==> config.mk <==
export PLATFORM = sky130hd
export DESIGN_NAME = uart_hex_tracer
export DESIGN_NICKNAME = d
export VERILOG_FILES = /design/src/rtl/uart_hex_tracer_pkg.sv /design/src/rtl/trace_sync_fifo.sv /design/src/rtl/uart_hex_tracer.sv
export SDC_FILE = /design/constraint.sdc
export NUM_CORES = 1
export LEC_CHECK = 0
export ABC_AREA = 0
export BUFFER_PORTS_ARGS = -buffer_cell sky130_fd_sc_hd__clkbuf_2
export CORE_MARGIN = 2
export CORE_UTILIZATION = 34
export DETAILED_ROUTE_END_ITERATION = 7
export PLACE_DENSITY_LB_ADDON = 0.12
export SLEW_MARGIN = 10
export SYNTH_ARGS = -nofsm -noshare
export SYNTH_HDL_FRONTEND = slang
export SYNTH_SLANG_ARGS = --single-unit
==> constraint.sdc <==
create_clock -name clk -period 6.3 [get_ports clk]
set_clock_uncertainty 0.05 [all_clocks]
set_input_delay 0.315 -clock clk [delete_from_list [all_inputs] [get_ports clk]]
set_output_delay 0.315 -clock clk [all_outputs]
set_load 0.05 [all_outputs]
==> src/rtl/uart_hex_tracer_pkg.sv <==
// uart_hex_tracer_pkg: shared types and constants for the hex trace logger.
// Provides the formatter state enum, ASCII constants, field widths and the
// nibble-to-ASCII helper used by uart_hex_tracer.
package uart_hex_tracer_pkg;

  // Channel tag field width (up to 16 sources) and timestamp geometry.
  localparam int CH_W   = 4;
  localparam int TS_W   = 16;
  localparam int TS_NIB = TS_W / 4;

  localparam logic [7:0] CHR_COLON = 8'h3A;
  localparam logic [7:0] CHR_SPACE = 8'h20;
  localparam logic [7:0] CHR_CR    = 8'h0D;
  localparam logic [7:0] CHR_LF    = 8'h0A;

  typedef enum logic [2:0] {
    IDLE,
    TS,
    TAG,
    DATA,
    EOL
  } fmt_state_e;

  // Number of hex digits needed for a word of the given width.
  function automatic int nib_count(input int data_width);
    return data_width / 4;
  endfunction

  // Uppercase ASCII hex digit for a nibble.
  function automatic logic [7:0] hexdigit(input logic [3:0] nibble);
    if (nibble < 4'd10) begin
      return 8'h30 + {4'h0, nibble};
    end
    return 8'h37 + {4'h0, nibble};
  endfunction

endpackage

==> src/rtl/trace_sync_fifo.sv <==
// trace_sync_fifo: single-clock FIFO holding captured trace entries.
// Latency: write visible at the head one cycle after push; read_data_o is the head, valid with pop_i.
// Backpressure: push while full is ignored unless pop_i is asserted in the same cycle.
// Ports: clk, rst_n (async active-low), push_i/wr_data_i, pop_i/read_data_o, full_o, empty_o.
module trace_sync_fifo #(
  parameter int WIDTH = 28,
  parameter int DEPTH = 16
) (
  input  logic             clk,
  input  logic             rst_n,
  input  logic             push_i,
  input  logic [WIDTH-1:0] wr_data_i,
  input  logic             pop_i,
  output logic [WIDTH-1:0] read_data_o,
  output logic             full_o,
  output logic             empty_o
);

  localparam int AW = (DEPTH > 1) ? $clog2(DEPTH) : 1;

  logic [WIDTH-1:0] mem [DEPTH];
  logic [AW-1:0]    wr_ptr_q, wr_ptr_d;
  logic [AW-1:0]    rd_ptr_q, rd_ptr_d;
  logic [AW:0]      count_q, count_d;
  logic             wr_ok, rd_ok;

  assign full_o      = (count_q == (AW+1)'(DEPTH));
  assign empty_o     = (count_q == '0);
  assign read_data_o = mem[rd_ptr_q];

  // A simultaneous pop frees the slot, so a full FIFO still takes the write.
  assign wr_ok = push_i && (!full_o || pop_i);
  assign rd_ok = pop_i && !empty_o;

  always_comb begin
    wr_ptr_d = wr_ptr_q;
    rd_ptr_d = rd_ptr_q;
    count_d  = count_q;
    if (wr_ok) wr_ptr_d = wr_ptr_q + 1'b1;
    if (rd_ok) rd_ptr_d = rd_ptr_q + 1'b1;
    case ({wr_ok, rd_ok})
      2'b10:   count_d = count_q + 1'b1;
      2'b01:   count_d = count_q - 1'b1;
      default: count_d = count_q;
    endcase
  end

  always_ff @(posedge clk or negedge rst_n) begin
    if (!rst_n) begin
      wr_ptr_q <= '0;
      rd_ptr_q <= '0;
      count_q  <= '0;
    end else begin
      wr_ptr_q <= wr_ptr_d;
      rd_ptr_q <= rd_ptr_d;
      count_q  <= count_d;
    end
  end

  always_ff @(posedge clk) begin
    if (wr_ok) mem[wr_ptr_q] <= wr_data_i;
  end

endmodule

==> src/rtl/uart_hex_tracer.sv <==
// uart_hex_tracer: captures strobed words from CHANNELS sources and prints each as "C:HHHHHH\r\n".
// Latency: first byte strobes 2 cycles after the capture edge with uart_ready high.
// Backpressure: bytes issue only with uart_ready=1 and an idle cycle between strobes; FSM holds while uart_ready=0.
// Ports: clk, reset (async active-low), ch_strobe/ch_data (capture), uart_ready/uart_strobe/uart_data (byte out),
//        drop_count (saturating lost-word count), busy (FIFO non-empty or line in flight).
// Optional: define UART_HEX_TRACER_TIMESTAMP_EN to prefix each line with a 16-bit cycle timestamp "TTTT ".
module uart_hex_tracer
  import uart_hex_tracer_pkg::*;
#(
  parameter int CHANNELS   = 4,
  parameter int DATA_WIDTH = 24,
  parameter int DEPTH      = 16
) (
  input  logic                           clk,
  input  logic                           reset,
  input  logic [CHANNELS-1:0]            ch_strobe,
  input  logic [CHANNELS*DATA_WIDTH-1:0] ch_data,
  input  logic                           uart_ready,
  output logic                           uart_strobe,
  output logic [7:0]                     uart_data,
  output logic [7:0]                     drop_count,
  output logic                           busy
);

  localparam int NIB = nib_count(DATA_WIDTH);
`ifdef UART_HEX_TRACER_TIMESTAMP_EN
  localparam int ENTRY_W = TS_W + CH_W + DATA_WIDTH;
`else
  localparam int ENTRY_W = CH_W + DATA_WIDTH;
`endif

  // ---------------- capture arbitration and drop accounting ----------------
  logic                  win_any;
  logic [CH_W-1:0]       win_ch;
  logic [DATA_WIDTH-1:0] win_dat;
  logic [4:0]            n_req;
  logic [4:0]            n_drop;
  logic [8:0]            drop_sum;
  logic [7:0]            drop_q, drop_d;
  logic                  wr_ok;

  // Descending scan so the lowest asserted index is the last (winning) assignment.
  always_comb begin
    win_any = 1'b0;
    win_ch  = '0;
    win_dat = '0;
    n_req   = '0;
    for (int i = CHANNELS - 1; i >= 0; i--) begin
      if (ch_strobe[i]) begin
        win_any = 1'b1;
        win_ch  = CH_W'(i);
        win_dat = ch_data[i*DATA_WIDTH +: DATA_WIDTH];
      end
    end
    for (int i = 0; i < CHANNELS; i++) begin
      n_req = n_req + 5'(ch_strobe[i]);
    end
  end

  logic               fifo_full, fifo_empty, fifo_pop;
  logic [ENTRY_W-1:0] fifo_wdata, fifo_rdata;

  assign wr_ok    = win_any && (!fifo_full || fifo_pop);
  assign n_drop   = n_req - 5'(wr_ok);
  assign drop_sum = {1'b0, drop_q} + {4'h0, n_drop};
  assign drop_d   = (drop_sum > 9'd255) ? 8'hFF : drop_sum[7:0];

`ifdef UART_HEX_TRACER_TIMESTAMP_EN
  logic [TS_W-1:0] ts_cnt_q;

  always_ff @(posedge clk or negedge reset) begin
    if (!reset) ts_cnt_q <= '0;
    else        ts_cnt_q <= ts_cnt_q + 1'b1;
  end

  assign fifo_wdata = {ts_cnt_q, win_ch, win_dat};
`else
  assign fifo_wdata = {win_ch, win_dat};
`endif

  trace_sync_fifo #(
    .WIDTH (ENTRY_W),
    .DEPTH (DEPTH)
  ) u_fifo (
    .clk         (clk),
    .rst_n       (reset),
    .push_i      (win_any),
    .wr_data_i   (fifo_wdata),
    .pop_i       (fifo_pop),
    .read_data_o (fifo_rdata),
    .full_o      (fifo_full),
    .empty_o     (fifo_empty)
  );

  // ---------------- line formatter ----------------
  fmt_state_e            state_q, state_d;
  logic [4:0]            idx_q, idx_d;
  logic [DATA_WIDTH-1:0] sh_q, sh_d;
  logic [CH_W-1:0]       ch_q, ch_d;
  logic                  strobe_q, strobe_d;
  logic [7:0]            data_q, data_d;
  logic                  busy_q, busy_d;
  logic                  issue;
`ifdef UART_HEX_TRACER_TIMESTAMP_EN
  logic [TS_W-1:0]       ts_q, ts_d;
`endif

  // At most one strobe every other cycle: the previous strobe blocks this cycle.
  assign issue  = uart_ready && !strobe_q;
  assign busy_d = !(fifo_empty && (state_q == IDLE));

  always_comb begin
    state_d  = state_q;
    idx_d    = idx_q;
    sh_d     = sh_q;
    ch_d     = ch_q;
    strobe_d = 1'b0;
    data_d   = data_q;
    fifo_pop = 1'b0;
`ifdef UART_HEX_TRACER_TIMESTAMP_EN
    ts_d     = ts_q;
`endif
    case (state_q)
      IDLE: begin
        if (uart_ready && !fifo_empty) begin
          fifo_pop = 1'b1;
          ch_d     = fifo_rdata[DATA_WIDTH +: CH_W];
          sh_d     = fifo_rdata[DATA_WIDTH-1:0];
          idx_d    = '0;
`ifdef UART_HEX_TRACER_TIMESTAMP_EN
          ts_d     = fifo_rdata[ENTRY_W-1 -: TS_W];
          state_d  = TS;
`else
          state_d  = TAG;
`endif
        end
      end
      TS: begin
`ifdef UART_HEX_TRACER_TIMESTAMP_EN
        if (issue) begin
          strobe_d = 1'b1;
          if (idx_q == 5'(TS_NIB)) begin
            data_d  = CHR_SPACE;
            idx_d   = '0;
            state_d = TAG;
          end else begin
            data_d = hexdigit(ts_q[TS_W-1 -: 4]);
            ts_d   = ts_q << 4;
            idx_d  = idx_q + 1'b1;
          end
        end
`else
        state_d = IDLE;
`endif
      end
      TAG: begin
        if (issue) begin
          strobe_d = 1'b1;
          if (idx_q == '0) begin
            data_d = hexdigit(ch_q);
            idx_d  = 5'd1;
          end else begin
            data_d  = CHR_COLON;
            idx_d   = '0;
            state_d = DATA;
          end
        end
      end
      DATA: begin
        if (issue) begin
          strobe_d = 1'b1;
          data_d   = hexdigit(sh_q[DATA_WIDTH-1 -: 4]);
          sh_d     = sh_q << 4;
          if (idx_q == 5'(NIB - 1)) begin
            idx_d   = '0;
            state_d = EOL;
          end else begin
            idx_d = idx_q + 1'b1;
          end
        end
      end
      EOL: begin
        if (issue) begin
          strobe_d = 1'b1;
          if (idx_q == '0) begin
            data_d = CHR_CR;
            idx_d  = 5'd1;
          end else begin
            data_d  = CHR_LF;
            idx_d   = '0;
            state_d = IDLE;
          end
        end
      end
      default: state_d = IDLE;
    endcase
  end

  always_ff @(posedge clk or negedge reset) begin
    if (!reset) begin
      state_q  <= IDLE;
      idx_q    <= '0;
      sh_q     <= '0;
      ch_q     <= '0;
      strobe_q <= 1'b0;
      data_q   <= '0;
      drop_q   <= '0;
      busy_q   <= 1'b0;
    end else begin
      state_q  <= state_d;
      idx_q    <= idx_d;
      sh_q     <= sh_d;
      ch_q     <= ch_d;
      strobe_q <= strobe_d;
      data_q   <= data_d;
      drop_q   <= drop_d;
      busy_q   <= busy_d;
    end
  end

`ifdef UART_HEX_TRACER_TIMESTAMP_EN
  always_ff @(posedge clk or negedge reset) begin
    if (!reset) ts_q <= '0;
    else        ts_q <= ts_d;
  end
`endif

  assign uart_strobe = strobe_q;
  assign uart_data   = data_q;
  assign drop_count  = drop_q;
  assign busy        = busy_q;

endmodule

==> results.toml <==
[status]
outcome = "finished clean"

[synth]
synthesis.area_um2 = 20000
synth_top_area_share_pct = 62.5
synthDistinctLibCells = 59
synth_warnings = 0
synth_most_common_cell = "edfxtp_1"
synth-edff-count = 416
syn_inst = 1126
synthTopCellsByArea = "edfxtp_1, mux4_2, dfrtp_1, mux2_2, o21ai_0"
synth_seq_cells = 480
syn_avg_cell_area_um2 = 17.7
synth_top_area_cell = "edfxtp_1"
synth-async-reset-ratio_pct = 13.3
synthTopCellsByCount = "edfxtp_1, mux4_2, nand2_1"
syn_nets = 1256
yosysSeqAreaShare_pct = 70.5
yosys_most_used_dff = "edfxtp_1"

[cts]
ctsResizeCount = 0
htreeDepth = 2
clock_latency_ps = 590
numCtsBuffers = 53
cts_sinks = 480
clockBufferDepth = 3
post_cts_buffers = 0
cts_tree = "done"
clk_pin_slew_worst_paths_ps = 60
root_buffer = "clkbuf_16"

[die]
die_area_um2 = 60700
design.core.area_um2 = 57900
start_util_pct = 34.5
ios = 121
rows = 88
die_w_um = 246
fp.dieH_um = 246

[cells_and_area]
synthToLayoutAreaGrowth_pct = 17.3
drive_gt1_share_pct = 32.4
final_cell_area_um2 = 23400
antennaDiodeCount = 0
fill_cells = 5336
finalNonFillerCells = 2094
fin_nets = 1417

[placement]
dpl.hpwl_mm = 26.9
io_buffers = 119
place_area_um2 = 21700
dp.cells = 1996
place.gp.congestion = 0.730

[flow_run]
maxCapViolCount = 0

[setup_path]
cp.required_ps = 6720
critPathKind = "register to register"
cp-end-kind = "register"
start_kind = "register"
critPathArrivalTime_ps = 4970
r2r_slack_ps = 1750
worstPathMaxFanout = 11

[drt]
drt_iter0_drc = 849
wl_mm = 50.3
drt_pass1_iterations = 5
vias = 10688
drc_errors = 0
wl_per_cell_um = 24.0
antenna_left = 0
via_per_inst = 5.10

[sta]
final.setup.tns_ps = 0
setup_viol = 0
fin_crit_sh_pct = 72.2
period_needed_ps = 4550
timing.fmax_mhz = 220
slew_headroom_pct = 26.2
worstMarginPinSlew_ps = 1110
rsz0062_at_grt = "false"
finalHoldViolations = 0
slew_viol_final = 0

[grt]
grt_max_degree = 65
track_usage_pct = 16.9
grt_pass1_vias = 11200
gr-total-overflow = 0
grt_pass1_wl_mm = 73.7
antenna_found_initial = 1

[power]
ir_drop_mv = 0.293
p_per_area_nw_per_um2 = 432
leakage_nw = 8.07

[min_path]
hp-class = "input pin to register"
layout make-up:
| class | instances | area, um^2 | area share (%) |
|---|---|---|---|
| sequential | 480 | 14100 | 60.2 |
| multi-input combinational | 552 | 5540 | 23.6 |
| clock buffer | 74 | 1460 | 6.21 |
| timing repair buffer | 173 | 1020 | 4.35 |
| tap | 765 | 957 | 4.08 |
| clock inverter | 23 | 260 | 1.11 |
| inverter | 27 | 101 | 0.432 |
metrics by stage:
step                setup WS (ps)  hold WS, ps  util [%]  total power, mW
finish                       1750          172      40.5             10.1
global route                 1510          209      40.5             10.6
CTS                          1740          145      40.5             10.3
detailed placement           1770          416      37.5             7.21
global placement             1760          416      37.5             7.18
floorplan                    1860        -30.6         -             6.32
final timing paths:
check / start / to / cells after the start
max: state_q[2] / drop_count[5] / 13
min: uart_ready / state_q[1] / 5
max reg2reg: state_q[2] / drop_count[5] / 13
min reg2reg: uart_data[6] / uart_data[6] / 2
max in group asynchronous: reset / u_fifo.rd_ptr_q[0] / 2
min in group asynchronous: reset / uart_data[2] / 2
cells by family (layout without fill, tap and decap cells):
group,count (synthesis),count (layout),share of synthesized area [%]
AND/OR/NAND/NOR,184,184,4.55
multiplexers,158,158,14.7
AO/OA/AOI/OAI,167,167,5.55
buffers and inverters,94,297,2.10
adder cells (fa/ha/maj),27,27,1.84
flip-flops,480,480,70.5
other,1,1,0.0188
XOR/XNOR,15,15,0.658
state kept, by name (all words and copies together), names as in the netlist:
name and cells:
busy 1, ch_q 2, drop_count 8, idx_q 5, sh_q 24, state_q 3, u_fifo.count_q 5, u_fifo.mem 416
u_fifo.rd_ptr_q 4, u_fifo.wr_ptr_q 4, uart_data 7, uart_strobe 1
power by group:
group          internal [mW]  leakage, nW  switching [mW]  total [mW]
logic                   1.08         2.62            1.50        2.58
clock network           1.85        0.843            1.22        3.07
registers               4.16         4.61           0.318        4.48
total                   7.09         8.07            3.04        10.1
routing by layer:
metal | track usage (%) | part of all wire, % | vias up
met5 | 0 | 0 | -
met4 | 4.23 | 2.1 | 0
met3 | 2.76 | 3.8 | 68
met2 | 28.5 | 49 | 237
met1 | 22.8 | 45 | 5556
li1 | - | - | 4827
cell usage in the layout (no fill, tap or decap), drive strengths merged, types with 2 or more instances in the layout:
master and n:
edfxtp 416, clkbuf 192, mux4 104, nand2 69, o21ai 69, dfrtp 64, buf 54, mux2 48
nand3 42, inv 27, a221o 25, a22oi 23, ha 23, a21oi 21, nor2 20, clkinv 17
xnor2 12, and2 10, nor2b 7, nand2b 7, nor3 7, a211oi 6, mux2i 6, bufinv 6
nor4 6, fa 4, o211ai 3, and3 3, a21o 3, o22ai 3, xor2 3, o31a 2
o31ai 2, o2bb2ai 2, nand4 2, or4b 2, a31oi 2, nor3b 2
worst max-delay path, cell delays in order (launching register included):
cell and delay (ps):
dfrtp_1 500, or4b_4 640, a31oi_4 350, ha_1 310
fa_1 480, inv_1 40, ha_1 200, fa_1 490
fa_1 460, a21oi_1 200, o21ai_0 210, nand2b_1 250
o211ai_1 130, o31a_1 110
timing repair:
action / 4_1_cts / 5_1_grt
setup endpoints to repair: 0 / 0
endpoints found under the hold margin: 64 / 0
hold buffers: 1 / 0
(Power assumes the default switching activity.)
